### src/rtl/pll_lock_sequencer_if.sv
// -----------------------------------------------------------------------------
// pll_lock_sequencer_if
//   Groups the configuration inputs, the frequency tick and the PLL control /
//   status outputs of the PLL lock sequencer into one bundle.
//
//   Signal semantics (no valid/ready pairs exist on this block):
//     - cfg_* are levels. cfg_div/cfg_dco/cfg_trim are sampled only on the
//       cycle the sequencer leaves IDLE; later changes are ignored.
//     - pll_tick is a single-cycle pulse and is counted on every cycle it is 1.
//     - All outputs are registered. meas_count changes only on the last cycle
//       of a measurement window; state is the live FSM code for observers.
//
//   Modports:
//     master : the sequencer (drives the PLL pins and status)
//     slave  : the environment (drives config and the tick)
// -----------------------------------------------------------------------------
interface pll_lock_sequencer_if #(
  parameter int WIN_LOG2 = 8
);
  logic                cfg_enable;
  logic [4:0]          cfg_div;
  logic                cfg_dco;
  logic [25:0]         cfg_trim;
  logic                pll_tick;

  logic                pll_enable;
  logic                pll_resetb;
  logic [4:0]          pll_div;
  logic                pll_dco;
  logic [25:0]         pll_trim;
  logic                clk_sel;
  logic                locked;
  logic                fail;
  logic [2:0]          state;
  logic [WIN_LOG2+1:0] meas_count;

  modport master (
    input  cfg_enable, cfg_div, cfg_dco, cfg_trim, pll_tick,
    output pll_enable, pll_resetb, pll_div, pll_dco, pll_trim,
           clk_sel, locked, fail, state, meas_count
  );

  modport slave (
    output cfg_enable, cfg_div, cfg_dco, cfg_trim, pll_tick,
    input  pll_enable, pll_resetb, pll_div, pll_dco, pll_trim,
           clk_sel, locked, fail, state, meas_count
  );
endinterface

### src/rtl/pll_lock_sequencer.sv
// -----------------------------------------------------------------------------
// pll_lock_sequencer
//   Brings up the ring-oscillator frequency-locked loop from the reference
//   oscillator domain: holds the PLL in reset, lets it settle, then counts
//   pre-divided PLL ticks (one per 16 PLL cycles) over fixed windows and
//   compares against the programmed ratio to qualify lock and switch the core
//   clock mux. Repeated bad windows end in a sticky FAIL. DCO mode skips the
//   lock loop and selects the PLL clock right after settling.
//
// Ports:
//   clock  : reference clock
//   reset  : synchronous, active-high
//   bus    : pll_lock_sequencer_if.master (config, tick, PLL pins, status)
//
// State codes: IDLE=0 RST=1 SETTLE=2 MEASURE=3 LOCKED=4 DCO=5 FAIL=6
// -----------------------------------------------------------------------------
module pll_lock_sequencer #(
  parameter int WIN_LOG2     = 8,
  parameter int RST_CYC      = 4,
  parameter int SETTLE_CYC   = 64,
  parameter int TOL          = 4,
  parameter int LOCK_WINDOWS = 2,
  parameter int MAX_RETRY    = 3
) (
  input logic                  clock,
  input logic                  reset,
  pll_lock_sequencer_if.master bus
);

  localparam int CW     = WIN_LOG2 + 2;
  localparam int PH_MAX = (SETTLE_CYC > RST_CYC) ? SETTLE_CYC : RST_CYC;
  localparam int PW     = $clog2(PH_MAX + 1);
  localparam int GW     = $clog2(LOCK_WINDOWS + 1);
  localparam int RW     = $clog2(MAX_RETRY + 1);

  localparam logic [PW-1:0]       RST_LAST    = PW'(RST_CYC - 1);
  localparam logic [PW-1:0]       SETTLE_LAST = PW'(SETTLE_CYC - 1);
  localparam logic [WIN_LOG2-1:0] WIN_LAST    = '1;
  localparam logic [CW-1:0]       TOL_V       = CW'(TOL);
  localparam logic [GW-1:0]       LOCK_V      = GW'(LOCK_WINDOWS);
  localparam logic [RW-1:0]       RETRY_V     = RW'(MAX_RETRY);

  typedef enum logic [2:0] {
    ST_IDLE    = 3'd0,
    ST_RST     = 3'd1,
    ST_SETTLE  = 3'd2,
    ST_MEASURE = 3'd3,
    ST_LOCKED  = 3'd4,
    ST_DCO     = 3'd5,
    ST_FAIL    = 3'd6
  } state_t;

  state_t              state_q, state_d;
  logic [PW-1:0]       ph_q, ph_d;         // cycle counter for RST / SETTLE
  logic [WIN_LOG2-1:0] win_q, win_d;       // position inside the window
  logic [CW-1:0]       cnt_q, cnt_d;       // ticks seen in the current window
  logic [GW-1:0]       good_q, good_d;     // consecutive good windows
  logic [RW-1:0]       retry_q, retry_d;   // cumulative bad windows
  logic [CW-1:0]       meas_q, meas_d;
  logic [4:0]          div_q, div_d;
  logic                dco_q, dco_d;
  logic [25:0]         trim_q, trim_d;
  logic                pll_enable_q, pll_enable_d;
  logic                pll_resetb_q, pll_resetb_d;
  logic                clk_sel_q, clk_sel_d;
  logic                locked_q, locked_d;
  logic                fail_q, fail_d;

  logic [CW-1:0]       cnt_inc;
  logic [CW-1:0]       expected;
  logic [CW-1:0]       diff;
  logic                win_good;
  logic                win_end;

  // Window arithmetic. cnt_inc already contains this cycle's tick so the
  // final cycle's tick lands in the completed window.
  always_comb begin
    cnt_inc  = (bus.pll_tick && (cnt_q != '1)) ? cnt_q + CW'(1) : cnt_q;
    expected = CW'(div_q) << (WIN_LOG2 - 4);
    diff     = (cnt_inc >= expected) ? (cnt_inc - expected) : (expected - cnt_inc);
    win_good = (diff <= TOL_V);
    win_end  = (win_q == WIN_LAST);
  end

  // Next-state logic
  always_comb begin
    state_d = state_q;
    ph_d    = ph_q;
    win_d   = win_q;
    cnt_d   = cnt_q;
    good_d  = good_q;
    retry_d = retry_q;
    meas_d  = meas_q;
    div_d   = div_q;
    dco_d   = dco_q;
    trim_d  = trim_q;

    case (state_q)
      ST_IDLE: begin
        good_d  = '0;
        retry_d = '0;
        if (bus.cfg_enable) begin
          div_d   = bus.cfg_div;
          dco_d   = bus.cfg_dco;
          trim_d  = bus.cfg_trim;
          ph_d    = '0;
          state_d = ST_RST;
        end
      end

      ST_RST: begin
        if (ph_q == RST_LAST) begin
          ph_d    = '0;
          state_d = ST_SETTLE;
        end else begin
          ph_d = ph_q + PW'(1);
        end
      end

      ST_SETTLE: begin
        if (ph_q == SETTLE_LAST) begin
          ph_d = '0;
          if (dco_q) begin
            state_d = ST_DCO;
          end else begin
            win_d   = '0;
            cnt_d   = '0;
            good_d  = '0;
            state_d = ST_MEASURE;
          end
        end else begin
          ph_d = ph_q + PW'(1);
        end
      end

      ST_MEASURE, ST_LOCKED: begin
        // Window counter wraps naturally from all-ones to zero.
        win_d = win_q + WIN_LOG2'(1);
        cnt_d = cnt_inc;
        if (win_end) begin
          meas_d = cnt_inc;
          cnt_d  = '0;
          if (state_q == ST_MEASURE) begin
            if (win_good) begin
              good_d = good_q + GW'(1);
              if ((good_q + GW'(1)) == LOCK_V) begin
                retry_d = '0;
                state_d = ST_LOCKED;
              end
            end else begin
              good_d  = '0;
              retry_d = retry_q + RW'(1);
              if ((retry_q + RW'(1)) == RETRY_V) begin
                state_d = ST_FAIL;
              end
            end
          end else if (!win_good) begin
            // Losing lock counts as the first retry of the new attempt.
            good_d  = '0;
            retry_d = RW'(1);
            state_d = ST_MEASURE;
          end
        end
      end

      default: begin
        // DCO and FAIL hold until cfg_enable drops.
      end
    endcase

    // Dropping enable aborts from anywhere; the partial window is discarded
    // but the last completed measurement and latched config are kept.
    if (!bus.cfg_enable) begin
      state_d = ST_IDLE;
      ph_d    = '0;
      win_d   = '0;
      cnt_d   = '0;
      good_d  = '0;
      retry_d = '0;
    end
  end

  // Output decode from the next state so the registered pins line up with
  // the registered state code.
  always_comb begin
    pll_enable_d = 1'b0;
    pll_resetb_d = 1'b0;
    clk_sel_d    = 1'b0;
    locked_d     = 1'b0;
    fail_d       = 1'b0;
    case (state_d)
      ST_RST: begin
        pll_enable_d = 1'b1;
      end
      ST_SETTLE, ST_MEASURE: begin
        pll_enable_d = 1'b1;
        pll_resetb_d = 1'b1;
      end
      ST_LOCKED: begin
        pll_enable_d = 1'b1;
        pll_resetb_d = 1'b1;
        clk_sel_d    = 1'b1;
        locked_d     = 1'b1;
      end
      ST_DCO: begin
        pll_enable_d = 1'b1;
        pll_resetb_d = 1'b1;
        clk_sel_d    = 1'b1;
      end
      ST_FAIL: begin
        fail_d = 1'b1;
      end
      default: begin
      end
    endcase
  end

  always_ff @(posedge clock) begin
    if (reset) begin
      state_q      <= ST_IDLE;
      ph_q         <= '0;
      win_q        <= '0;
      cnt_q        <= '0;
      good_q       <= '0;
      retry_q      <= '0;
      meas_q       <= '0;
      div_q        <= '0;
      dco_q        <= 1'b0;
      trim_q       <= '0;
      pll_enable_q <= 1'b0;
      pll_resetb_q <= 1'b0;
      clk_sel_q    <= 1'b0;
      locked_q     <= 1'b0;
      fail_q       <= 1'b0;
    end else begin
      state_q      <= state_d;
      ph_q         <= ph_d;
      win_q        <= win_d;
      cnt_q        <= cnt_d;
      good_q       <= good_d;
      retry_q      <= retry_d;
      meas_q       <= meas_d;
      div_q        <= div_d;
      dco_q        <= dco_d;
      trim_q       <= trim_d;
      pll_enable_q <= pll_enable_d;
      pll_resetb_q <= pll_resetb_d;
      clk_sel_q    <= clk_sel_d;
      locked_q     <= locked_d;
      fail_q       <= fail_d;
    end
  end

  assign bus.pll_enable = pll_enable_q;
  assign bus.pll_resetb = pll_resetb_q;
  assign bus.pll_div    = div_q;
  assign bus.pll_dco    = dco_q;
  assign bus.pll_trim   = trim_q;
  assign bus.clk_sel    = clk_sel_q;
  assign bus.locked     = locked_q;
  assign bus.fail       = fail_q;
  assign bus.state      = state_q;
  assign bus.meas_count = meas_q;

endmodule

### src/flat_wrapper.sv
// flat-port wrapper written by rule: the top's interface ports become plain ports
module pll_lock_sequencer_flat 
#(
  parameter int WIN_LOG2     = 8,
  parameter int RST_CYC      = 4,
  parameter int SETTLE_CYC   = 64,
  parameter int TOL          = 4,
  parameter int LOCK_WINDOWS = 2,
  parameter int MAX_RETRY    = 3
)
  (clock, reset, bus_cfg_enable, bus_cfg_div, bus_cfg_dco, bus_cfg_trim, bus_pll_tick, bus_pll_enable, bus_pll_resetb, bus_pll_div, bus_pll_dco, bus_pll_trim, bus_clk_sel, bus_locked, bus_fail, bus_state, bus_meas_count);
  pll_lock_sequencer_if #(.WIN_LOG2(WIN_LOG2)) bus_i ();
  input logic clock;
  input logic reset;
  input wire logic [$bits(bus_i.cfg_enable)-1:0] bus_cfg_enable;
  input wire logic [$bits(bus_i.cfg_div)-1:0] bus_cfg_div;
  input wire logic [$bits(bus_i.cfg_dco)-1:0] bus_cfg_dco;
  input wire logic [$bits(bus_i.cfg_trim)-1:0] bus_cfg_trim;
  input wire logic [$bits(bus_i.pll_tick)-1:0] bus_pll_tick;
  output wire logic [$bits(bus_i.pll_enable)-1:0] bus_pll_enable;
  output wire logic [$bits(bus_i.pll_resetb)-1:0] bus_pll_resetb;
  output wire logic [$bits(bus_i.pll_div)-1:0] bus_pll_div;
  output wire logic [$bits(bus_i.pll_dco)-1:0] bus_pll_dco;
  output wire logic [$bits(bus_i.pll_trim)-1:0] bus_pll_trim;
  output wire logic [$bits(bus_i.clk_sel)-1:0] bus_clk_sel;
  output wire logic [$bits(bus_i.locked)-1:0] bus_locked;
  output wire logic [$bits(bus_i.fail)-1:0] bus_fail;
  output wire logic [$bits(bus_i.state)-1:0] bus_state;
  output wire logic [$bits(bus_i.meas_count)-1:0] bus_meas_count;
  assign bus_i.cfg_enable = bus_cfg_enable;
  assign bus_i.cfg_div = bus_cfg_div;
  assign bus_i.cfg_dco = bus_cfg_dco;
  assign bus_i.cfg_trim = bus_cfg_trim;
  assign bus_i.pll_tick = bus_pll_tick;
  assign bus_pll_enable = bus_i.pll_enable;
  assign bus_pll_resetb = bus_i.pll_resetb;
  assign bus_pll_div = bus_i.pll_div;
  assign bus_pll_dco = bus_i.pll_dco;
  assign bus_pll_trim = bus_i.pll_trim;
  assign bus_clk_sel = bus_i.clk_sel;
  assign bus_locked = bus_i.locked;
  assign bus_fail = bus_i.fail;
  assign bus_state = bus_i.state;
  assign bus_meas_count = bus_i.meas_count;
  pll_lock_sequencer #(.WIN_LOG2(WIN_LOG2), .RST_CYC(RST_CYC), .SETTLE_CYC(SETTLE_CYC), .TOL(TOL), .LOCK_WINDOWS(LOCK_WINDOWS), .MAX_RETRY(MAX_RETRY)) u_core (.clock(clock), .reset(reset), .bus(bus_i));
endmodule
### config.mk
export PLATFORM = sky130hd
export DESIGN_NAME = pll_lock_sequencer_flat
export DESIGN_NICKNAME = d
export VERILOG_FILES = /design/src/rtl/pll_lock_sequencer_if.sv /design/src/rtl/pll_lock_sequencer.sv /design/src/flat_wrapper.sv
export SDC_FILE = /design/constraint.sdc
export NUM_CORES = 1
export LEC_CHECK = 0
export CAP_MARGIN = 20
export CORE_UTILIZATION = 53
export CTS_BUF_LIST = sky130_fd_sc_hd__clkbuf_4
export CTS_CLUSTER_DIAMETER = 150
export DETAILED_ROUTE_END_ITERATION = 6
export MAX_ROUTING_LAYER = met4
export PLACE_DENSITY = 0.82
export SLEW_MARGIN = 25
export SYNTH_ARGS = -nofsm -noshare
export SYNTH_HDL_FRONTEND = slang
export SYNTH_SLANG_ARGS = --single-unit
export TNS_END_PERCENT = 20
### constraint.sdc
create_clock -name clock -period 5.3 [get_ports clock]
set_clock_uncertainty 0.1 [all_clocks]
set_input_delay 0.795 -clock clock [delete_from_list [all_inputs] [get_ports clock]]
set_output_delay 0.795 -clock clock [all_outputs]
set_load 0.01 [all_outputs]
==> results.md <==
* Max Slew Vio Count at 0
* # nets final at 646
* Num CTS Buffers at 9
* Ports at 86
* Die X-Extent at 90.5 µm
* Net count after synthesis at 567
* Htree depth at 3
* Worst slew pin tran at 1.03 ns
* Commonest cells after routing, fill and taps aside: nand2_1 (92), clkdlybuf4s50_1 (84), dfxtp_1 (78), a21oi_1 (55), nor2_1 (47)
* Largest area contributor in the synthesized netlist: dfxtp_1
* Maximum VDD drop at 0.000161 V
* Net switching power at 0.000356 W
* Yosys reg bits at 79
* Unrepaired setup endpoints after global routing: no
* Max-cap violations at 0
* Combinational share of power at 18.1%
* Commonest non-fill, non-tap cell in the layout: nand2_1
* Clock Latency Late Sink at 0.43 ns
* Area Growth Syn to Fin at 26.8%
* Gate Count Post-Synth at 516
* Hpwl dp at 7700 µm
* Async set or reset register ratio after synthesis at 0%
* Port bufs at 85
* Sw frac at 28.1%
* Post-synth EDFFs at 0
* Post-Syn Area at 4150 µm²
* First drt pass iteration count at 5
* Setup TNS at 0 ns
* Utilization after layout at 71.0%
* Fmax at 200 MHz
* Top cells by area, synth: dfxtp_1 (38%), nand2_1 (8.3%), a21oi_1 (6.6%), nor2_1 (4.3%), ha_1 (4.2%)
* Slew HR at 31.2%
* CTS tree: built
* Period utilization at 94.5%
* Bufs on Longest Clock Path at 2
* Fin crit period at 5.01 ns
* Synth top area share at 38.1%
* Syn_area_per_cell at 8.04 µm²
* Post-synth top flop: dfxtp_1
* GRT Total Usage at 27.8%
* Die ar. at 8180 µm²
* Ant. Diodes at 0
* Sequential power share at 49.3%
* First-pass GRT wire length at 18000 µm
* Initial antenna violation count at 0
* DRC at 0
* Clock power frac at 32.5%
* Critical path type: flip-flop to flip-flop
* Die height at 90.5 µm
* Layout cell share with drive strength beyond 1 at 7.33%
* Critical-path maximum fanout at 7
* Vias in the first global route at 3771
* Drt wl/cell at 15.2 µm
* Core Box Area at 7410 µm²
* Yosys warns at 0
* Leak at 1.94 nW
* Largest net degree at the start of global routing at 48
* Seq/Total Area, Yosys at 38.1%
* Final total power at 0.00127 W
* Final Hold Fails at 0
* Iter 0 DRT Violations at 221
* Internal at 0.000913 W
* Worst hold path type: flip-flop to flip-flop
* Total grt overflow at 0
* CP endpoint kind: flip-flop
* Clock transition at path regs at 0.14 ns
* Yosys cell types at 64
* Critical path launch point type: flip-flop
* Clock sinks at 79
* Via count at 4045
* Detail Route Antenna Nets at 0
* Clock root buffer: clkbuf_4
* Setup violations, final at 0
* Status: completed
* Worst path arrival time at 5.26 ns
* PwrDens at 241 nW/µm²
* Worst EP required at 5.56 ns
* Vias per cell at 5.79
* Initial Utilization at 56.0%
* DRT Wirelength at 10700 µm
* Final GP Congestion at 0.947
* Row cnt at 31
[worst paths after layout]
| path | cells past startpoint | end | start | slack (ns) |
|---|---|---|---|---|
| setup reg to reg | 18 | u_core.bus.locked | u_core.cnt_q[1] | 0.29 |
| setup / recovery | 18 | u_core.bus.locked | u_core.cnt_q[1] | 0.29 |
| hold reg to reg | 2 | u_core.bus.pll_trim[16] | u_core.bus.pll_trim[16] | 0.36 |
| hold / removal | 2 | u_core.bus.pll_trim[16] | u_core.bus.pll_trim[16] | 0.36 |
[power by group through the flow]
stage	registers, W	logic (W)	clock network [W]
floorplan	0.000643	0.000126	0
global placement	0.000638	0.000222	0
global route	0.000630	0.000251	0.000443
CTS	0.000626	0.000227	0.000420
detailed placement	0.000639	0.000226	0
finish	0.000626	0.000230	0.000413
[what timing repair did]
item	4_1_cts	5_1_grt
endpoints found under the setup margin	0	10
hold buffers	0	0
resized for setup	0	4
buffers inserted	0	0
[cell families after synthesis]
| family | synth area share [%] |
|---|---|
| compound gates | 21.2 |
| xor+xnor | 2.96 |
| fa+ha+maj | 4.71 |
| buf+inv | 4.19 |
| flops | 38.1 |
| mux | 1.99 |
| simple gates | 26.8 |
[sequential cells by signal, indices dropped and copies added (netlist names), 2 cells and up]
signal and flops:
u_core.win_q 8, u_core.good_q 2, u_core.retry_q 2, u_core.ph_q 7
u_core.bus.pll_div 5, u_core.bus.pll_trim 26, u_core.bus.meas_count 10, u_core.cnt_q 10
u_core.bus.state 3
[critical path, stage by stage (launching register included)]
cell	delay, ns
dfxtp_1	0.46
ha_1	0.28
nand3_1	0.21
nor3_2	0.21
nor2b_1	0.08
and3_1	0.24
and3_1	0.21
xnor2_1	0.29
inv_1	0.11
ha_1	0.38
nand2_1	0.11
o21ai_0	0.11
a211o_1	0.40
a211o_1	0.26
o311a_1	0.13
or4_4	0.60
o31ai_4	0.30
o311ai_4	0.18
nor4_2	0.28
[metal layers]
metal | share of wire (%) | track usage, % | up-vias
li1 | - | - | 1983
met1 | 46 | 35.4 | 1916
met2 | 46 | 42.3 | 134
met3 | 7.1 | 7.66 | 12
met4 | 1.3 | 9.41 | 0
met5 | 0 | - | -
[stage by stage]
stage | worst slack [ns] | hold slack [ns] | area, µm² | instances
floorplan | 0.690 | 0.344 | 4150 | 516
CTS | 0.244 | 0.363 | 5250 | 699
global route | 0.0307 | 0.380 | 5260 | 699
detailed placement | 0.206 | 0.346 | 5080 | 683
finish | 0.293 | 0.363 | 5260 | 699
global placement | 0.273 | 0.341 | 5080 | 683
[synthesized netlist by cell type, types with 2 or more instances]
| master | instances |
|---|---|
| nand3b_1 | 5 |
| o31ai_4 | 2 |
| or3_1 | 3 |
| a311oi_1 | 2 |
| a41oi_1 | 2 |
| ha_1 | 14 |
| nand2b_1 | 5 |
| and3_1 | 10 |
| nor4b_1 | 3 |
| nor2_1 | 47 |
| a211oi_1 | 13 |
| a211o_1 | 2 |
| nor4_1 | 3 |
| inv_1 | 17 |
| nand4_1 | 10 |
| a22oi_1 | 8 |
| nand2_1 | 92 |
| a32oi_1 | 2 |
| mux2_2 | 2 |
| nor3_1 | 8 |
| nand3_1 | 7 |
| mux2i_1 | 6 |
| nor3b_1 | 5 |
| xor2_1 | 9 |
| and2_1 | 5 |
| a21oi_1 | 55 |
| dfxtp_1 | 79 |
| xnor2_1 | 5 |
| clkbuf_1 | 22 |
| nor2b_1 | 12 |
| a21boi_0 | 2 |
| nor4_2 | 2 |
| o21ai_0 | 21 |
| a21o_1 | 5 |
| or4_1 | 2 |
[final cells by class]
class | count | area [µm²]
Multi-Input combinational cell | 394 | 2410
Fill cell | 603 | 2150
Sequential cell | 79 | 1580
Timing Repair Buffer | 94 | 913
Tap cell | 99 | 124
Clock inverter | 7 | 96.3
Clock buffer | 9 | 67.6
Inverter | 17 | 63.8
Note: power is estimated with default switching activity, not from simulation.
